--- config.mk ---
export PLATFORM = sky130hd
export DESIGN_NAME = fpu_result_fifo
export DESIGN_NICKNAME = d
export VERILOG_FILES = /design/src/rtl/fpu_pkg.sv /design/src/rtl/fp16_classify.sv /design/src/rtl/fpu_result_fifo.sv
export SDC_FILE = /design/constraint.sdc
export NUM_CORES = 1
export LEC_CHECK = 0
export BUFFER_PORTS_ARGS = -buffer_cell sky130_fd_sc_hd__buf_2
export CAP_MARGIN = 25
export CORE_UTILIZATION = 33
export DETAILED_ROUTE_END_ITERATION = 10
export PLACE_DENSITY = 0.48
export SYNTH_ARGS = -nofsm -noshare
export SYNTH_HDL_FRONTEND = slang
export SYNTH_HIERARCHICAL = 1
export SYNTH_SLANG_ARGS = --single-unit
--- constraint.sdc ---
create_clock -name clk -period 2.9 [get_ports clk]
set_input_delay 0.29 -clock clk [delete_from_list [all_inputs] [get_ports clk]]
set_output_delay 0.29 -clock clk [all_outputs]
set_load 0.02 [all_outputs]
--- src/rtl/fpu_pkg.sv ---
`default_nettype none
// ============================================================================
//  Module      : fpu_pkg
//  Description : Shared FP16 field positions, classification constants and
//                sticky-flag bit indices for the FPU result path.
//  Revision    : 1.0  initial release
// ============================================================================
package fpu_pkg;

    // FP16 layout: [15] sign, [14:10] exponent, [9:0] mantissa
    localparam int         EXP_MSB      = 14;
    localparam int         EXP_LSB      = 10;
    localparam int         MAN_MSB      = 9;
    localparam logic [4:0] EXP_ALL_ONES = 5'h1F;

    // Bit positions inside the {saw_nan, saw_inf, saw_zero} flag vector
    localparam int FLAG_NAN  = 2;
    localparam int FLAG_INF  = 1;
    localparam int FLAG_ZERO = 0;

    typedef logic [2:0] fp_flags_t;

endpackage
`default_nettype wire

--- src/rtl/fp16_classify.sv ---
`default_nettype none
// ============================================================================
//  Module      : fp16_classify
//  Description : Purely combinational FP16 classifier. Takes the magnitude
//                bits of a half-precision word (sign excluded, since none of
//                the classes depend on it) and reports NaN / Inf / zero.
//  Ports       : mag      in  15  FP16 word bits [14:0]
//                is_nan   out 1   exponent all ones, mantissa non-zero
//                is_inf   out 1   exponent all ones, mantissa zero
//                is_zero  out 1   +0 or -0
//  Revision    : 1.0  initial release
// ============================================================================
module fp16_classify
    import fpu_pkg::*;
(
    input  logic [EXP_MSB:0] mag,
    output logic             is_nan,
    output logic             is_inf,
    output logic             is_zero
);

    logic [EXP_MSB-EXP_LSB:0] w_exp;
    logic [MAN_MSB:0]         w_man;
    logic                     w_exp_max;

    assign w_exp     = mag[EXP_MSB:EXP_LSB];
    assign w_man     = mag[MAN_MSB:0];
    assign w_exp_max = (w_exp == EXP_ALL_ONES);

    assign is_nan  = w_exp_max && (w_man != '0);
    assign is_inf  = w_exp_max && (w_man == '0);
    assign is_zero = (mag == '0);

endmodule
`default_nettype wire

--- src/rtl/fpu_result_fifo.sv ---
`default_nettype none
// ============================================================================
//  Module      : fpu_result_fifo
//  Description : Show-ahead FIFO capturing FP16 results from the pipelined
//                adder (which cannot be stalled) and serving them to the bus
//                read side. Dropped results set a sticky overflow bit.
//  Build macro : FPU_RES_FLAGS_EN - when defined, every accepted result is
//                classified and sticky {saw_nan, saw_inf, saw_zero} flags are
//                kept; otherwise flags reads as 3'b000.
//  Ports       : clk        in  1        rising-edge clock
//                rst_n      in  1        asynchronous active-low reset
//                res_in     in  WIDTH    result word from the adder
//                res_valid  in  1        push strobe (single-cycle pulses)
//                rd_en      in  1        pop strobe
//                clr        in  1        synchronous flush, beats push/pop
//                rd_data    out WIDTH    head entry, 0 while empty
//                rd_valid   out 1        FIFO non-empty
//                full       out 1        count == DEPTH
//                count      out CNT_W    occupancy 0..DEPTH
//                overflow   out 1        sticky: a result was dropped
//                flags      out 3        sticky result classes
//  Revision    : 1.0  initial release
// ============================================================================
module fpu_result_fifo #(
    parameter int WIDTH = 16,
    parameter int DEPTH = 4
) (
    input  logic                     clk,
    input  logic                     rst_n,
    input  logic [WIDTH-1:0]         res_in,
    input  logic                     res_valid,
    input  logic                     rd_en,
    input  logic                     clr,
    output logic [WIDTH-1:0]         rd_data,
    output logic                     rd_valid,
    output logic                     full,
    output logic [$clog2(DEPTH):0]   count,
    output logic                     overflow,
    output logic [2:0]               flags
);
    import fpu_pkg::*;

    localparam int PTR_W = $clog2(DEPTH);
    localparam int CNT_W = PTR_W + 1;

    logic [WIDTH-1:0] mem_q [DEPTH];

    logic [PTR_W-1:0] wr_ptr_q, wr_ptr_d;
    logic [PTR_W-1:0] rd_ptr_q, rd_ptr_d;
    logic [CNT_W-1:0] count_q,  count_d;
    logic             overflow_q, overflow_d;

    logic w_empty;
    logic w_full;
    logic w_pop;
    logic w_push;
    logic w_wr_en;

    assign w_empty = (count_q == '0);
    assign w_full  = (count_q == CNT_W'(DEPTH));

    // A pop on an empty FIFO is ignored. A push while full is still
    // accepted if a genuine pop frees the head slot in the same cycle.
    assign w_pop   = rd_en && !w_empty;
    assign w_push  = res_valid && (!w_full || w_pop);
    assign w_wr_en = w_push && !clr;

    always_comb begin
        wr_ptr_d   = wr_ptr_q;
        rd_ptr_d   = rd_ptr_q;
        count_d    = count_q;
        overflow_d = overflow_q;
        if (clr) begin
            wr_ptr_d   = '0;
            rd_ptr_d   = '0;
            count_d    = '0;
            overflow_d = 1'b0;
        end else begin
            if (w_push) begin
                wr_ptr_d = wr_ptr_q + PTR_W'(1);
            end
            if (w_pop) begin
                rd_ptr_d = rd_ptr_q + PTR_W'(1);
            end
            case ({w_push, w_pop})
                2'b10:   count_d = count_q + CNT_W'(1);
                2'b01:   count_d = count_q - CNT_W'(1);
                default: count_d = count_q;
            endcase
            if (res_valid && !w_push) begin
                overflow_d = 1'b1;
            end
        end
    end

    always_ff @(posedge clk or negedge rst_n) begin
        if (!rst_n) begin
            wr_ptr_q   <= '0;
            rd_ptr_q   <= '0;
            count_q    <= '0;
            overflow_q <= 1'b0;
        end else begin
            wr_ptr_q   <= wr_ptr_d;
            rd_ptr_q   <= rd_ptr_d;
            count_q    <= count_d;
            overflow_q <= overflow_d;
        end
    end

    // Storage carries no reset; validity is tracked entirely by count_q.
    always_ff @(posedge clk) begin
        if (w_wr_en) begin
            mem_q[wr_ptr_q] <= res_in;
        end
    end

    assign rd_data  = w_empty ? '0 : mem_q[rd_ptr_q];
    assign rd_valid = !w_empty;
    assign full     = w_full;
    assign count    = count_q;
    assign overflow = overflow_q;

`ifdef FPU_RES_FLAGS_EN
    logic      w_is_nan;
    logic      w_is_inf;
    logic      w_is_zero;
    fp_flags_t flags_q, flags_d;

    fp16_classify u_classify (
        .mag     (res_in[EXP_MSB:0]),
        .is_nan  (w_is_nan),
        .is_inf  (w_is_inf),
        .is_zero (w_is_zero)
    );

    // Only results that actually enter the FIFO are classified.
    always_comb begin
        flags_d = flags_q;
        if (clr) begin
            flags_d = '0;
        end else if (w_push) begin
            flags_d[FLAG_NAN]  = flags_q[FLAG_NAN]  | w_is_nan;
            flags_d[FLAG_INF]  = flags_q[FLAG_INF]  | w_is_inf;
            flags_d[FLAG_ZERO] = flags_q[FLAG_ZERO] | w_is_zero;
        end
    end

    always_ff @(posedge clk or negedge rst_n) begin
        if (!rst_n) begin
            flags_q <= '0;
        end else begin
            flags_q <= flags_d;
        end
    end

    assign flags = flags_q;
`else
    assign flags = 3'b000;
`endif

endmodule
`default_nettype wire

# After elaboration in Yosys (flattened, before gate mapping)
# Memories as Yosys holds them, arrays and structs flattened.
# Index checks and enable logic that the tools add are counted.
# classes
add_sub_neg,4
n_eq_ne,3
n_mux,11
reduce_logical,14
# op_table
op,count
2-to-1 mux 16 bit,1
2-to-1 mux 2 bit,4
one-hot mux 3 bit (2 select lines),1
nonzero test 2 bit,3
adder 2 x 1 -> 2 bit (second input constant),2
logical AND 1 bit,4
zero test 1 bit,4
2-to-1 mux 1 bit,4
adder 3 x 1 -> 3 bit (second input constant),1
== test 3 bit (second input constant),1
zero test 3 bit,1
2-to-1 mux 3 bit,1
nonzero test 3 bit,1
subtractor 3 x 1 -> 3 bit (second input constant),1
== test 2 x 1 -> 1 bit (second input constant),1
== test 2 bit (second input constant),1
logical OR 1 bit,1
# word_totals
out_inout_bits,25
register_bits,8
mem_count,1
elab_cells,37
ramBits,64
input_bits,21
# mem_list
memory,words,word_bits,read_ports,rd_ports_with_merged_regs,wr,line_no,rtl
mem_q,4,16,1,0,1,fpu_result_fifo.sv:46,logic [WIDTH-1:0] mem_q [DEPTH];

# Logic depth before layout (Yosys ltp)
# Gate-level depths: netlist (run 1).
# depth
word_depth,9
mapped_depth,8
depth_no_buf,6

# Worst setup path before layout (run 1)
# No wires, ideal clock.
# synth_timing
path_type,register to register
from,register count_q[0] (netlist: count[0])
to,"memory mem_q[0][0], enable pin"
synth_period_minus_slack_ps,2630
stages_incl_launch_ff,5
setup_time_ps,413
t_required_ps,2487
t_arrival_ps,2217
slack_ps,270
n_path_buf,1
cell_sequence,dfrtp_1 buf_2 or3b_4 o21ai_1 nor3b_1
# synth_via
elab_chain_len,8
elab_cells_between_ends,10
classes_between,eq/ne (1); mux (2); reduce/logical (7)
# synth_rtl
element,line_no,rtl
from (decl),fpu_result_fifo.sv:50,"logic [CNT_W-1:0] count_q, count_d;"
from (signal assigned),fpu_result_fifo.sv:105,count_q <= count_d;
zero test 3 bit,fpu_result_fifo.sv:59,assign w_empty = (count_q == '0);
zero test 1 bit,fpu_result_fifo.sv:64,assign w_pop = rd_en && !w_empty;
logical AND 1 bit,fpu_result_fifo.sv:64,
logical OR 1 bit *,fpu_result_fifo.sv:65,assign w_push = res_valid && (!w_full || w_pop);
logical AND 1 bit *,fpu_result_fifo.sv:65,
logical AND 1 bit *,fpu_result_fifo.sv:66,assign w_wr_en = w_push && !clr;
2-to-1 mux 1 bit *,fpu_result_fifo.sv:112,if (w_wr_en) begin
2-to-1 mux 1 bit (implied by the code) *,fpu_result_fifo.sv:113,mem_q[wr_ptr_q] <= res_in;
to (decl),fpu_result_fifo.sv:46,
# Mark *: on every way between the ends. The rest lies on a longest branch, timed or not.

# Worst setup path in the final report (run 1)
# layout_timing
from,register rd_ptr_q[0]
to,output rd_data[1]
# layout_via
elab_chain_len,2
# layout_rtl
element,line_no,rtl
from (decl),fpu_result_fifo.sv:49,"logic [PTR_W-1:0] rd_ptr_q, rd_ptr_d;"
from (signal assigned),fpu_result_fifo.sv:104,rd_ptr_q <= rd_ptr_d;
memory (4 x 16 bit),-,
2-to-1 mux 16 bit,fpu_result_fifo.sv:117,assign rd_data = w_empty ? '0 : mem_q[rd_ptr_q];
to (decl),fpu_result_fifo.sv:34,"output logic [WIDTH-1:0] rd_data,"
# Every way passes these cells.

==> flow_metrics.env, run 1 <==
export IMPL_post_route_drc_count=0
export IMPL_die_x_um=98.6
export IMPL_routed_via_density=4.71
export IMPL_cts_made_buffers=9
export IMPL_gp_congestion=0.710
export IMPL_skew_ns=0.0102
export IMPL_async_flop_share_pct=11.1
export IMPL_clk_root_buffer_cell="clkbuf_8"
export IMPL_mostFrequentLayoutCells="64 x edfxtp_1, 42 x buf_2, 16 x mux4_2"
export IMPL_critPathKind="flop to output pin"
export IMPL_clock_latency_ns=0.35
export IMPL_hold_class="primary input to flop"
export IMPL_wirelength_mm=5.49
export IMPL_placed_cells=319
export IMPL_port_buffers=42
export IMPL_cp_arrival_ns=2.03
export IMPL_placementRows=34
export IMPL_ios=46
export IMPL_synth_distinct_cells=36
export IMPL_path_cells="buf_12 -> mux4_2 -> nor2b_1 -> buf_2"
export IMPL_end_kind="output pin"
export IMPL_final_cells=336
export IMPL_ys_warn_count=6
export IMPL_timing_hold_ws_ns=0.156
export IMPL_drt_iter0_drc=53
export IMPL_power_density_nw_per_um2=671
export IMPL_slew_viol_final=0
export IMPL_critPathRequiredTime_ns=2.61
export IMPL_start_util_pct=34.6
export IMPL_mostFrequentLayoutCell="edfxtp_1"
export IMPL_post_cts_repair_setup_buffers=0
export IMPL_synthMuxAreaShare_pct=12.9
export IMPL_numClockSinks=72
export IMPL_cts_tree="built"
export IMPL_ant_nets=0
export IMPL_grt_max_degree=18
export IMPL_clk_pin_slew_ns=0.08
export IMPL_min_period_over_period_pct=80.0
export IMPL_area_growth_syn_to_layout_pct=18.4
export IMPL_synth_edf_count=64
export IMPL_drive_gt1_share_pct=38.6
export IMPL_vdd_drop_max_uv=243
export IMPL_overflow=0
export IMPL_dieHeight_um=98.6
export IMPL_worst_path_max_delay_cell="dfrtp_1"
export IMPL_nNetsFinal=249
export IMPL_num_antenna_cells=0
export IMPL_cp_top_family="flip-flops"
export IMPL_cpPeakStageDelay_ns=0.64
export IMPL_synth_avg_cell_area_um2=17.7
export IMPL_yosysSeqAreaShare_pct=68.9
export IMPL_grt_pass1_vias=1634
export IMPL_grt_usage_pct=12.7
export IMPL_setup_viol=0
export IMPL_synth_xor_area_share_pct=1.14
export IMPL_synth_top_family_by_area="multiplexers"
export IMPL_wire_per_inst_um=16.3
export IMPL_max_slew_margin_rel_pct=61.2
export IMPL_via_count=1582
export IMPL_design_die_area_um2=9720
export IMPL_rsz0062_at_grt="false"
export IMPL_ys_ff_latch=72
export IMPL_synth_compound_area_share_pct=2.60
export IMPL_synthSimpleGateAreaFrac_pct=8.29
export IMPL_antenna_found_initial=0
export IMPL_hold_violations=0
export IMPL_tns_ns=0
export IMPL_synthCells=174
export IMPL_path_buf_inv=2
export IMPL_grt_pass1_wl_mm=8.79
export IMPL_synthAdderAreaFrac_pct=2.28
export IMPL_dominantRegCellSynth="edfxtp_1"
export IMPL_synthesis_area_um2=3080
export IMPL_max_freq_mhz=431
export IMPL_cap_violations=0
export IMPL_cp_start_kind="flop"
export IMPL_htreeDepth=3
export IMPL_first_pass_iters=4
export IMPL_crit_fanout=11
export IMPL_fin_crit_ns=2.32
export IMPL_clockBufferDepth=2
export IMPL_p_leak_nw=1.33
export IMPL_place_detailed_hpwl_mm=3.44
export IMPL_reg2reg_slack_ns=0.80
export IMPL_outcome="complete, no violations"
export IMPL_tightest_slew_ns=0.580
export IMPL_core_um2=8890
## cell type report
type	count	area [µm²]
clock buffer	11	131
clock inverter	5	81.3
fill	814	5250
inverter	6	22.5
multi-input combinational	84	868
sequential	72	2120
tap	108	135
timing repair buffer	50	285
## worst reg2reg max path, cell delays in order (launching register included)
cell     delay (ns)
dfrtp_1        0.49
or3b_4         0.29
o21ai_1        0.14
nor3b_2        0.56
buf_4          0.32
## metal layers
| metal | vias up | global-route usage, % | share of wire, % |
|---|---|---|---|
| li1 | 753 | - | - |
| met1 | 781 | 16.6 | 48 |
| met2 | 41 | 19.3 | 46 |
| met3 | 7 | 3.19 | 3.7 |
| met4 | 0 | 7.23 | 1.7 |
| met5 | - | 0 | 0 |
## cell usage after synthesis (all sizes together) (2+ instances only)
library cell  count  area [µm²]
clkbuf            2        7.51
and2b             4        30.0
mux4             16         360
nor2b            14        87.6
edfxtp           64        1920
buf              12        86.3
xor2              3        26.3
a31oi             2        12.5
nand2             2        7.51
inv               6        22.5
nand3             2        10.0
nor3b             4        30.0
nand2b            4        25.0
mux2              2        26.3
nor2              8        30.0
dfrtp             8         200
ha                4        50.1
o2111ai           2        17.5
## logic make-up (layout without fill, tap and decap cells)
logic type | count (synthesis) | count (layout)
multiplexers | 19 | 19
AND/OR/NAND/NOR | 42 | 42
flip-flops | 72 | 72
XOR/XNOR | 4 | 4
other | 1 | 3
AO/OA/AOI/OAI | 11 | 11
adder cells (fa/ha/maj) | 5 | 5
buffers and inverters | 20 | 72
## state kept, by name, indices dropped and copies added, names as in the netlist
| name | flops |
|---|---|
| mem_q | 64 |
| count | 3 |
| rd_ptr_q | 2 |
| wr_ptr_q | 2 |
| overflow | 1 |
## through the flow
stage / utilization [%] / setup slack, ns / area (µm²) / total power, mW
after floorplan: - / 0.270 / 3090 / 1.50
after global placement: 38.5 / 0.866 / 3420 / 1.63
after detailed placement: 38.5 / 0.743 / 3420 / 1.63
after CTS: 41.0 / 0.510 / 3650 / 2.48
after global routing: 41.0 / 0.433 / 3650 / 2.56
final: 41.0 / 0.579 / 3650 / 2.45
## report_power, final
part / switching [mW] / leakage [nW] / internal (mW)
sequential: 0.0342 / 0.690 / 1.17
combinational: 0.218 / 0.538 / 0.175
clock: 0.367 / 0.104 / 0.485
## path summary, 6_finish.rpt
check                                  from     endpoint  cells past startpoint
worst max-delay path            rd_ptr_q[0]   rd_data[1]                      4
worst min-delay path              res_in[6]  mem_q[2][6]                      1
worst max register to register     count[2]  mem_q[3][7]                      4
worst min register to register     overflow     overflow                      2
max in group asynchronous             rst_n     count[2]                      2
min in group asynchronous             rst_n     count[0]                      2
## repair_timing
action	4_1_cts	5_1_grt
gates resized for setup	0	0
hold buffers	1	0
endpoints found under the hold margin	8	0
Power figures use the tool's default switching activity.
==> run 2: changes to the inputs <==
--- a/config.mk
+++ b/config.mk
@@ -9,7 +9,7 @@
 export CAP_MARGIN = 25
 export CORE_UTILIZATION = 33
 export DETAILED_ROUTE_END_ITERATION = 10
-export PLACE_DENSITY = 0.48
+export PLACE_DENSITY = 0.5
 export SYNTH_ARGS = -nofsm -noshare
 export SYNTH_HDL_FRONTEND = slang
 export SYNTH_HIERARCHICAL = 1
==> constraint.sdc (replaced) <==
create_clock -name clk -period 2.1 [get_ports clk]
set_input_delay 0.21 -clock clk [delete_from_list [all_inputs] [get_ports clk]]
set_output_delay 0.21 -clock clk [all_outputs]
set_load 0.02 [all_outputs]
==> run 2 against run 1 <==
Effect of this change:
- clock skew rose by 0.0015 ns
- hold slack got worse by 0.074 ns
- worst setup slack got worse by 0.47 ns
- cell count rose by 2.1%
- die area did not move
- critical path depth did not move
- combinational power rose by 49%
- critical endpoint is now rd_data[8]
- largest cell class unchanged
==> flow_metrics.env, run 2 (synthesized netlist as in run 1, its figures left out) <==
export IMPL_outcome="complete, no violations"
export IMPL_cp_start_kind="flop"
export IMPL_regMostFlops="mem_q"
export IMPL_wire_per_inst_um=16.5
export IMPL_grt_pass1_wl_mm=9.16
export IMPL_final_cells=343
export IMPL_power_switching_mw=0.870
export IMPL_cts_made_buffers=9
export IMPL_comb_power_share_pct=17.6
export IMPL_seqPwrFrac_pct=49.3
export IMPL_routed_via_density=4.73
export IMPL_numClockSinks=72
export IMPL_startpoint="rd_ptr_q[0]"
export IMPL_first_pass_iters=4
export IMPL_overflow=0
export IMPL_place_detailed_hpwl_mm=3.86
export IMPL_post_route_drc_count=0
export IMPL_end_kind="output pin"
export IMPL_p_int_mw=2.45
export IMPL_critPathKind="flop to output pin"
export IMPL_grt_pass1_vias=1678
export IMPL_port_buffers=42
export IMPL_hold_class="primary input to flop"
export IMPL_vdd_drop_max_uv=463
export IMPL_area_growth_syn_to_layout_pct=20.2
export IMPL_antenna_found_initial=0
export IMPL_fin_crit_ns=1.99
export IMPL_post_cts_repair_setup_buffers=0
export IMPL_htreeDepth=3
export IMPL_grt_usage_pct=12.9
export IMPL_design_die_area_um2=9720
export IMPL_clk_root_buffer_cell="clkbuf_8"
export IMPL_skew_ns=0.0117
export IMPL_hold_violations=0
export IMPL_rsz0062_at_grt="false"
export IMPL_setup_viol=0
export IMPL_max_freq_mhz=502
export IMPL_crit_fanout=12
export IMPL_swShare_pct=26.2
export IMPL_largest_reg_flops=64
export IMPL_ant_nets=0
export IMPL_gp_congestion=0.705
export IMPL_dieHeight_um=98.6
export IMPL_min_period_over_period_pct=94.9
export IMPL_cap_violations=0
export IMPL_nNetsFinal=256
export IMPL_die_x_um=98.6
export IMPL_power_frac_clock_pct=33.1
export IMPL_grt_max_degree=18
export IMPL_via_count=1623
export IMPL_clockBufferDepth=2
export IMPL_wirelength_mm=5.64
export IMPL_power_density_nw_per_um2=898
export IMPL_clock_latency_ns=0.34
export IMPL_cts_tree="built"
export IMPL_min_path_cells=1
export IMPL_mostFrequentLayoutCells="64 x edfxtp_1, 42 x buf_2, 16 x mux4_2"
export IMPL_drive_gt1_share_pct=43.0
export IMPL_r2r_start="count[1]"
export IMPL_drt_iter0_drc=64
export IMPL_placed_cells=326
export IMPL_core_um2=8890
export IMPL_num_antenna_cells=0
export IMPL_p_leak_nw=1.36
export IMPL_ios=46
export IMPL_reg2regPathDepth=4
export IMPL_clk_pin_slew_ns=0.08
export IMPL_placementRows=34
export IMPL_slew_viol_final=0
export IMPL_mostFrequentLayoutCell="edfxtp_1"
export IMPL_min_from="res_in[1]"
export IMPL_cp_arrival_ns=1.78
export IMPL_start_util_pct=34.6
export IMPL_timing_hold_ws_ns=0.0819
export IMPL_critPathRequiredTime_ns=1.89
-- run 2: power groups by stage --
stage	clock, mW	combinational (mW)	sequential [mW]
finish	1.10	0.585	1.64
detailed placement	0	0.595	1.67
global route	1.19	0.641	1.64
floorplan	0	0.417	1.67
CTS	1.13	0.598	1.64
global placement	0	0.595	1.67
-- run 2: path summary, 6_finish.rpt --
path                                      to  slack [ns]
worst max-delay path              rd_data[8]        0.11
worst min-delay path             mem_q[3][1]        0.08
worst max register to register  mem_q[0][14]        0.16
worst min register to register      overflow        0.50
max in group asynchronous           count[1]        1.67
min in group asynchronous           count[0]        0.24
-- run 2: layout make-up --
type / count / area, µm²
fill: 819 / 5190
sequential: 72 / 2120
multi-input combinational: 84 / 885
timing repair buffer: 57 / 329
clock buffer: 10 / 138
tap: 108 / 135
clock inverter: 6 / 67.6
inverter: 6 / 22.5
-- run 2: repair_timing --
action / CTS / global route
resized for setup: 0 / 1
endpoints found under the setup margin: 0 / 8
endpoints found under the hold margin: 8 / 0
hold buffers: 1 / 0
-- run 2: worst max-delay path, stage by stage (launching register included) --
cell	delay, ns
dfrtp_1	0.37
buf_6	0.21
mux4_2	0.54
and2b_1	0.17
buf_2	0.15
-- run 2: through the flow --
| step | instance area [µm²] | util, % | TNS (ns) | total power, mW | setup WS (ns) |
|---|---|---|---|---|---|
| 4_1_cts | 3700 | 41.6 | 0 | 3.37 | 0.0173 |
| 3_3_place_gp | 3480 | 39.2 | 0 | 2.27 | 0.155 |
| 2_1_floorplan | 3120 | - | -33.86 | 2.09 | -0.529 |
| 5_1_grt | 3700 | 41.6 | 0 | 3.47 | 0.0156 |
| 3_5_place_dp | 3480 | 39.2 | 0 | 2.26 | 0.143 |
| 6_report | 3700 | 41.6 | 0 | 3.32 | 0.107 |
-- run 2: routing by layer --
metal | vias up | track usage, % | part of all wire [%]
met5 | - | 0 | 0
met4 | 0 | 4.82 | 0.97
met3 | 4 | 4.18 | 4.3
met2 | 46 | 20.5 | 49
met1 | 804 | 16.6 | 45
li1 | 769 | - | -
